===== config.mk =====
export PLATFORM = sky130hd
export DESIGN_NAME = wb_ram_slave
export DESIGN_NICKNAME = d
export VERILOG_FILES = /design/src/rtl/wb_ram_slave.sv
export SDC_FILE = /design/constraint.sdc
export NUM_CORES = 1
export LEC_CHECK = 0
export CORE_MARGIN = 2
export CORE_UTILIZATION = 42
export CTS_BUF_LIST = sky130_fd_sc_hd__clkbuf_8
export DETAILED_ROUTE_END_ITERATION = 10
export PLACE_DENSITY_LB_ADDON = 0.12
export SETUP_SLACK_MARGIN = 0.4
export SYNTH_ARGS = -nofsm -noshare
export SYNTH_HDL_FRONTEND = slang
export SYNTH_SLANG_ARGS = --single-unit

===== constraint.sdc =====
create_clock -name clk -period 7.4 [get_ports clk]
set_input_delay 1.48 -clock clk [delete_from_list [all_inputs] [get_ports clk]]
set_output_delay 1.48 -clock clk [all_outputs]
set_load 0.005 [all_outputs]

===== src/rtl/wb_ram_slave.sv =====
// Wishbone B4 pipelined slave driving a single-port synchronous RAM.
// Reads and full-word writes map to one RAM access; partial writes become a read-modify-write.
module wb_ram_slave #(
  parameter int ADR_WIDTH = 16,
  parameter int DAT_WIDTH = 16,
  localparam int SEL_WIDTH = DAT_WIDTH / 8
) (
  input  logic                 clk,
  input  logic                 reset,
  input  logic                 wb_cyc_i,
  input  logic                 wb_stb_i,
  input  logic                 wb_we_i,
  input  logic [ADR_WIDTH-1:0] wb_adr_i,
  input  logic [SEL_WIDTH-1:0] wb_sel_i,
  input  logic [DAT_WIDTH-1:0] wb_dat_i,
  output logic [DAT_WIDTH-1:0] wb_dat_o,
  output logic                 wb_ack_o,
  output logic                 wb_stall_o,
  output logic [ADR_WIDTH-1:0] ram_a,
  output logic [DAT_WIDTH-1:0] ram_d,
  input  logic [DAT_WIDTH-1:0] ram_q,
  output logic                 ram_cen,
  output logic                 ram_wen
);

  typedef enum logic {IDLE = 1'b0, RMW = 1'b1} state_t;

  state_t                 state_reg, state_next;
  logic                   ack_reg, ack_next;
  logic [ADR_WIDTH-1:0]   adr_reg;
  logic [DAT_WIDTH-1:0]   dat_reg;
  logic [SEL_WIDTH-1:0]   sel_reg;
  logic [DAT_WIDTH-1:0]   merge_d;
  logic                   accept;
  logic                   sel_full;
  logic                   sel_none;
  logic                   partial_wr;

  assign accept     = wb_cyc_i & wb_stb_i & (state_reg == IDLE) & ~reset;
  assign sel_full   = &wb_sel_i;
  assign sel_none   = ~|wb_sel_i;
  assign partial_wr = wb_we_i & ~sel_full & ~sel_none;

  assign wb_stall_o = (state_reg == RMW);
  assign wb_dat_o   = ram_q;
  // Gating with cyc hides an ack that was pending when the master abandoned the cycle
  assign wb_ack_o   = ack_reg & wb_cyc_i;

  // Per-lane merge of latched write data over the old word read back from RAM
  generate
    for (genvar gi = 0; gi < SEL_WIDTH; gi++) begin : g_lane
      assign merge_d[8*gi +: 8] = sel_reg[gi] ? dat_reg[8*gi +: 8] : ram_q[8*gi +: 8];
    end
  endgenerate

  always_ff @(posedge clk) begin
    if (reset) begin
      state_reg <= IDLE;
    end else begin
      state_reg <= state_next;
    end
  end

  always_comb begin
    state_next = state_reg;
    case (state_reg)
      IDLE:    if (accept && partial_wr) state_next = RMW;
      RMW:     state_next = IDLE;
      default: state_next = IDLE;
    endcase
  end

  always_comb begin
    ram_cen = 1'b0;
    ram_wen = 1'b0;
    ram_a   = wb_adr_i;
    ram_d   = wb_dat_i;
    case (state_reg)
      IDLE: begin
        if (accept) begin
          ram_cen = ~(wb_we_i & sel_none);
          ram_wen = wb_we_i & sel_full;
        end
      end
      RMW: begin
        // The merge write completes even if cyc drops; only reset suppresses it
        ram_cen = ~reset;
        ram_wen = 1'b1;
        ram_a   = adr_reg;
        ram_d   = merge_d;
      end
      default: ;
    endcase
  end

  always_comb begin
    ack_next = 1'b0;
    if (state_reg == IDLE) begin
      ack_next = accept & ~partial_wr;
    end else begin
      ack_next = wb_cyc_i;
    end
  end

  always_ff @(posedge clk) begin
    if (reset) begin
      ack_reg <= 1'b0;
    end else begin
      ack_reg <= ack_next;
    end
  end

  always_ff @(posedge clk) begin
    if (accept) begin
      adr_reg <= wb_adr_i;
      dat_reg <= wb_dat_i;
      sel_reg <= wb_sel_i;
    end
  end

endmodule


## Yosys cells after proc, flatten, opt, wreduce, memory -nomap -nowiden

Cells that the tools add are included.

- Memory bits (read-only): 0
- Output and inout bits: 52
- Memory bits (writable): 0
- Register bits: 36
- Input port bits: 55
- Bits in latches: 0
- Memories: 0
- Logic and storage cells: 34

- Add/sub/neg operators: 0
- Reductions and logical operators: 4
- Div/mod/pow operators: 0
- Multiply operators: 0
- Shift-type cells: 0
- Mux-type cells: 11
- $lt $le $gt $ge: 0
- Equality and inequality tests: 0
- Bitwise gates (word level): 14

Operators with widths:

| operator | count |
|---|---|
| 2-to-1 mux 16 bit | 2 |
| 2-to-1 mux 8 bit | 2 |
| AND 1 bit | 9 |
| case mux 1 bit (2 select lines) | 3 |
| NOT 1 bit | 5 |
| 2-to-1 mux 1 bit | 4 |
| AND reduction 2 bit | 1 |
| OR reduction 2 bit | 1 |
| logical AND 1 bit | 1 |
| logical NOT 1 bit | 1 |

## Logic depth before layout (Yosys ltp)

- Depth after elaboration: 7
- Gate-level depth with buffers: 4
- Gate-level depth less buffers: 2

## Worst setup path after synthesis

OpenSTA, ideal clock, no wires.

- Path kind: input to register
- Start: input port reset
- End: register adr_reg[0] (enable)
- Arrival: 3.148 ns
- Stages: 2
- Setup slack: 3.826 ns
- Data required time: 6.975 ns
- Path buffers: 0
- Library setup time: 0.425 ns
- Cells stage by stage: nand3b_1 > nor2_1

- Longest elaborated chain between the ends: 2

Ends and longest elaborated chain:

| element | line | RTL |
|---|---|---|
| start, declared | 9 | `input logic reset,` |
| NOT 1 bit | 39 | `assign accept = wb_cyc_i & wb_stb_i & (state_reg == IDLE) & ~reset;` |
| AND 1 bit | 39 |  |
| net accept | 34 | `logic accept;` |
| end signal, assigned | 115 | `adr_reg <= wb_adr_i;` |
| end, declared | 30 | `logic [ADR_WIDTH-1:0] adr_reg;` |

The timed path passes the listed nets, and every way through them passes these cells.
A chain may end at the register's enable or synchronous reset.

## Worst setup path after layout

- Start: input port reset
- End: output port ram_wen

- Longest elaborated chain between the ends: 4

Ends and longest elaborated chain:

| element | line | RTL |
|---|---|---|
| NOT 1 bit | 39 |  |
| AND 1 bit | 39 |  |
| 2-to-1 mux 1 bit | 80 | `if (accept) begin` |
| case mux 1 bit (2 select lines) | 78 | `case (state_reg)` |
| end, declared | 23 | `output logic ram_wen` |

Every way passes these cells.

==> results.json <==
{
  "run_status": "completed",
  "synth_area_leaders": "edfxtp_1 (54%), mux2_4 (10%), mux2i_1 (8.5%), buf_4 (7.6%), a21oi_1 (4.3%)",
  "worst_slew_pin_slew_ps": 1160,
  "timing.critical_path.fanout_max": 4,
  "nNetsFinal": 281,
  "edff_count_synth": 34,
  "cell_internal_pwr_mw": 0.357,
  "chipHeight_um": 70.9,
  "power.switching_fraction_pct": 20.9,
  "synthDominantAreaCellType": "edfxtp_1",
  "cell_chain_critical_path": "clkdlybuf4s50_1, nand3b_1, o21ai_0, clkdlybuf4s50_1",
  "n_antenna_cell": 0,
  "synth.net_count": 192,
  "slew_headroom_pct": 22.6,
  "post-synth-top-area-fraction_pct": 54.3,
  "worst_path_dominant_cell_family": "buffers and inverters",
  "timing.setup.critical_path_class": "input pin to output port",
  "syn-cell-area_um2": 1880,
  "hold_path_class": "register to register",
  "clock.fmax_mhz": 225,
  "postLayoutCellArea_um2": 2900,
  "vdd_drop_max_mv": 0.116,
  "clock_insertion_delay_worst_skew_ps": 270,
  "worst_setup_path_end": "ram_wen",
  "synthCells": 137,
  "worstHoldPathCells": 1,
  "crit_path_max_incr_delay_ps": 530,
  "grt_max_degree": 55,
  "cts-root-to-sink-buffers": 2,
  "start_kind": "input pin",
  "worst-endpoint-arrival_ps": 2970,
  "finalClockSkew_ps": 2.01,
  "final-setup-viol-count": 0,
  "dpl.hpwl_um": 3070,
  "fin_tns_setup_ps": 0,
  "ff2ff_path_depth": 1,
  "number_of_input_and_output_port_buffers_inserted": 106,
  "cts_resized": 0,
  "timing.critical_path.mode_cell": "clkdlybuf4s50_1",
  "htreeDepth": 2,
  "first_global_vias": 1328,
  "hold_buffers": 0,
  "layout-drive-gt1-share_pct": 11.5,
  "grt_antenna_before_repair": 0,
  "synth_warn": 0,
  "seq_power_share_pct": 52.0,
  "design.die.area_um2": 5030,
  "total_net_switching_power_mw": 0.0940,
  "endpoint_kind": "output port",
  "critical_path_cell_count": 4,
  "grt_setup_unrepaired": "no",
  "final_critical_path_setup_slack_ps": 2950,
  "gp_congestion": 0.763,
  "detailed_place.area_um2": 2820,
  "worstPathBufferInverterCount": 2,
  "timing.critical_path.from": "reset",
  "fp.coreArea_um2": 4320,
  "dpl_worst_slack_ps": 2960,
  "required_ps": 5920,
  "rr_endpoint": "dat_reg[1]$_DFFE_PP_",
  "synth_seq_cells": 36,
  "starting_density_pct": 43.5,
  "number_of_cell_rows": 24,
  "totalPowerFinal_mw": 0.451,
  "postSynth.topFlopCell": "edfxtp_1",
  "via_count_of_the_routed_design": 1350,
  "wirelength_um": 4150,
  "critPathSlowestCell": "clkdlybuf4s50_1",
  "drv_cap": 0,
  "wire_per_inst_um": 14.9,
  "comb_power_share_pct": 20.0,
  "leakagePower_nw": 1.07,
  "number_of_drc_violations_after_detailed_routing_iteration_0": 48,
  "netlist-cell-type-count": 23,
  "timing.final.crit_period_ps": 4450,
  "clock_sinks": 36,
  "asyncSetResetFlopFracSynth_pct": 0,
  "hold_fails_final_rpt": 0,
  "power_density_over_the_cells_nw_per_um2": 156,
  "synth_top_cells_by_count": "edfxtp_1 (34), buf_4 (19), nor2_1 (17)",
  "r2r-start": "wb_stall_o$_SDFF_PP0_",
  "setup.reg_to_reg.worst_slack_ps": 5430,
  "detail-route-antenna-nets": 0,
  "final_max_slew_viol_count": 0,
  "fin_crit_sh_pct": 60.1,
  "grt_overflow_total": 0,
  "postCtsSetupBuffers": 0,
  "die_w_um": 70.9,
  "clkPwrFrac_pct": 28.0,
  "cts.clk_slew.worst_paths_ps": 70,
  "globalRouteTotalUtil_pct": 16.6,
  "post_synth.cell_area_avg_um2": 13.7,
  "ios": 107,
  "grt_pass1_wl_um": 6510,
  "cts_inserted_buffers": 5,
  "proportion_of_synthesized_chip_area_in_sequential_cells_pct": 56.5,
  "cts.root.buffer_cell": "clkbuf_8",
  "synth.most_common_cell": "edfxtp_1",
  "detailedRoute.firstPassIterationCount": 3,
  "layout-area-overhead-vs-synth_pct": 54.1,
  "detail_route.drc_violations": 0,
  "tritoncts": "yes",
  "drt-vias-per-instance": 4.86,
  "hold_ws_ps": 1150
}
## cells in the final DEF (no fill, tap or decap), drive strengths merged, types with 2 or more instances in the layout
| master | count |
|---|---|
| clkdlybuf4s50 | 106 |
| a21oi | 16 |
| mux2i | 16 |
| clkbuf | 5 |
| edfxtp | 34 |
| nor2 | 17 |
| mux2 | 16 |
| dfxtp | 2 |
| inv | 2 |
## final cells by class
type	instances	area (um2)
fillers	321	1430
flip-flops and latches	36	1060
repair buffers	106	1060
multi-input cells	76	626
clock buffers	5	68.8
well taps	52	65.1
clock inverters	2	8.76
inverters	1	3.75
## through the flow
stage,utilization (%),cells
final,67.0,278
after floorplan,-,137
after global placement,65.2,271
after global routing,67.0,278
after detailed placement,65.2,271
after CTS,67.0,278
## power groups by stage
stage	clock network, mW	logic, mW	registers (mW)
finish	0.126	0.0903	0.234
global route	0.140	0.0966	0.235
CTS	0.132	0.0914	0.234
detailed placement	0	0.0909	0.239
global placement	0	0.0887	0.238
floorplan	0	0.0332	0.235
## cells by family (layout without fill, tap and decap cells)
group	Yosys count	after routing	synth area share, %
and+or+nand+nor	24	24	6.26
buffers and inverters	25	114	10.7
muxes	32	32	20.7
AOI/OAI and AO/OA	19	19	5.46
DFF	36	36	56.5
xor gates and xnor gates	1	1	0.466
## worst min-delay path by stage
stage,endpoint,start
6_report,wb_stall_o$_SDFF_PP0_,wb_stall_o$_SDFF_PP0_
2_1_floorplan,wb_stall_o$_SDFF_PP0_,wb_stall_o$_SDFF_PP0_
3_3_place_gp,wb_stall_o$_SDFF_PP0_,wb_stall_o$_SDFF_PP0_
4_1_cts,wb_stall_o$_SDFF_PP0_,wb_stall_o$_SDFF_PP0_
5_1_grt,wb_stall_o$_SDFF_PP0_,wb_stall_o$_SDFF_PP0_
3_5_place_dp,wb_stall_o$_SDFF_PP0_,wb_stall_o$_SDFF_PP0_
## routing by layer
layer | vias up | GRT usage, % | part of all wire, %
li1 | 674 | - | -
met1 | 614 | 18.7 | 39
met2 | 60 | 29.5 | 53
met3 | 2 | 5.27 | 8.0
met4 | 0 | 5.66 | 0.26
met5 | - | 0 | 0
(Power assumes the default switching activity.)
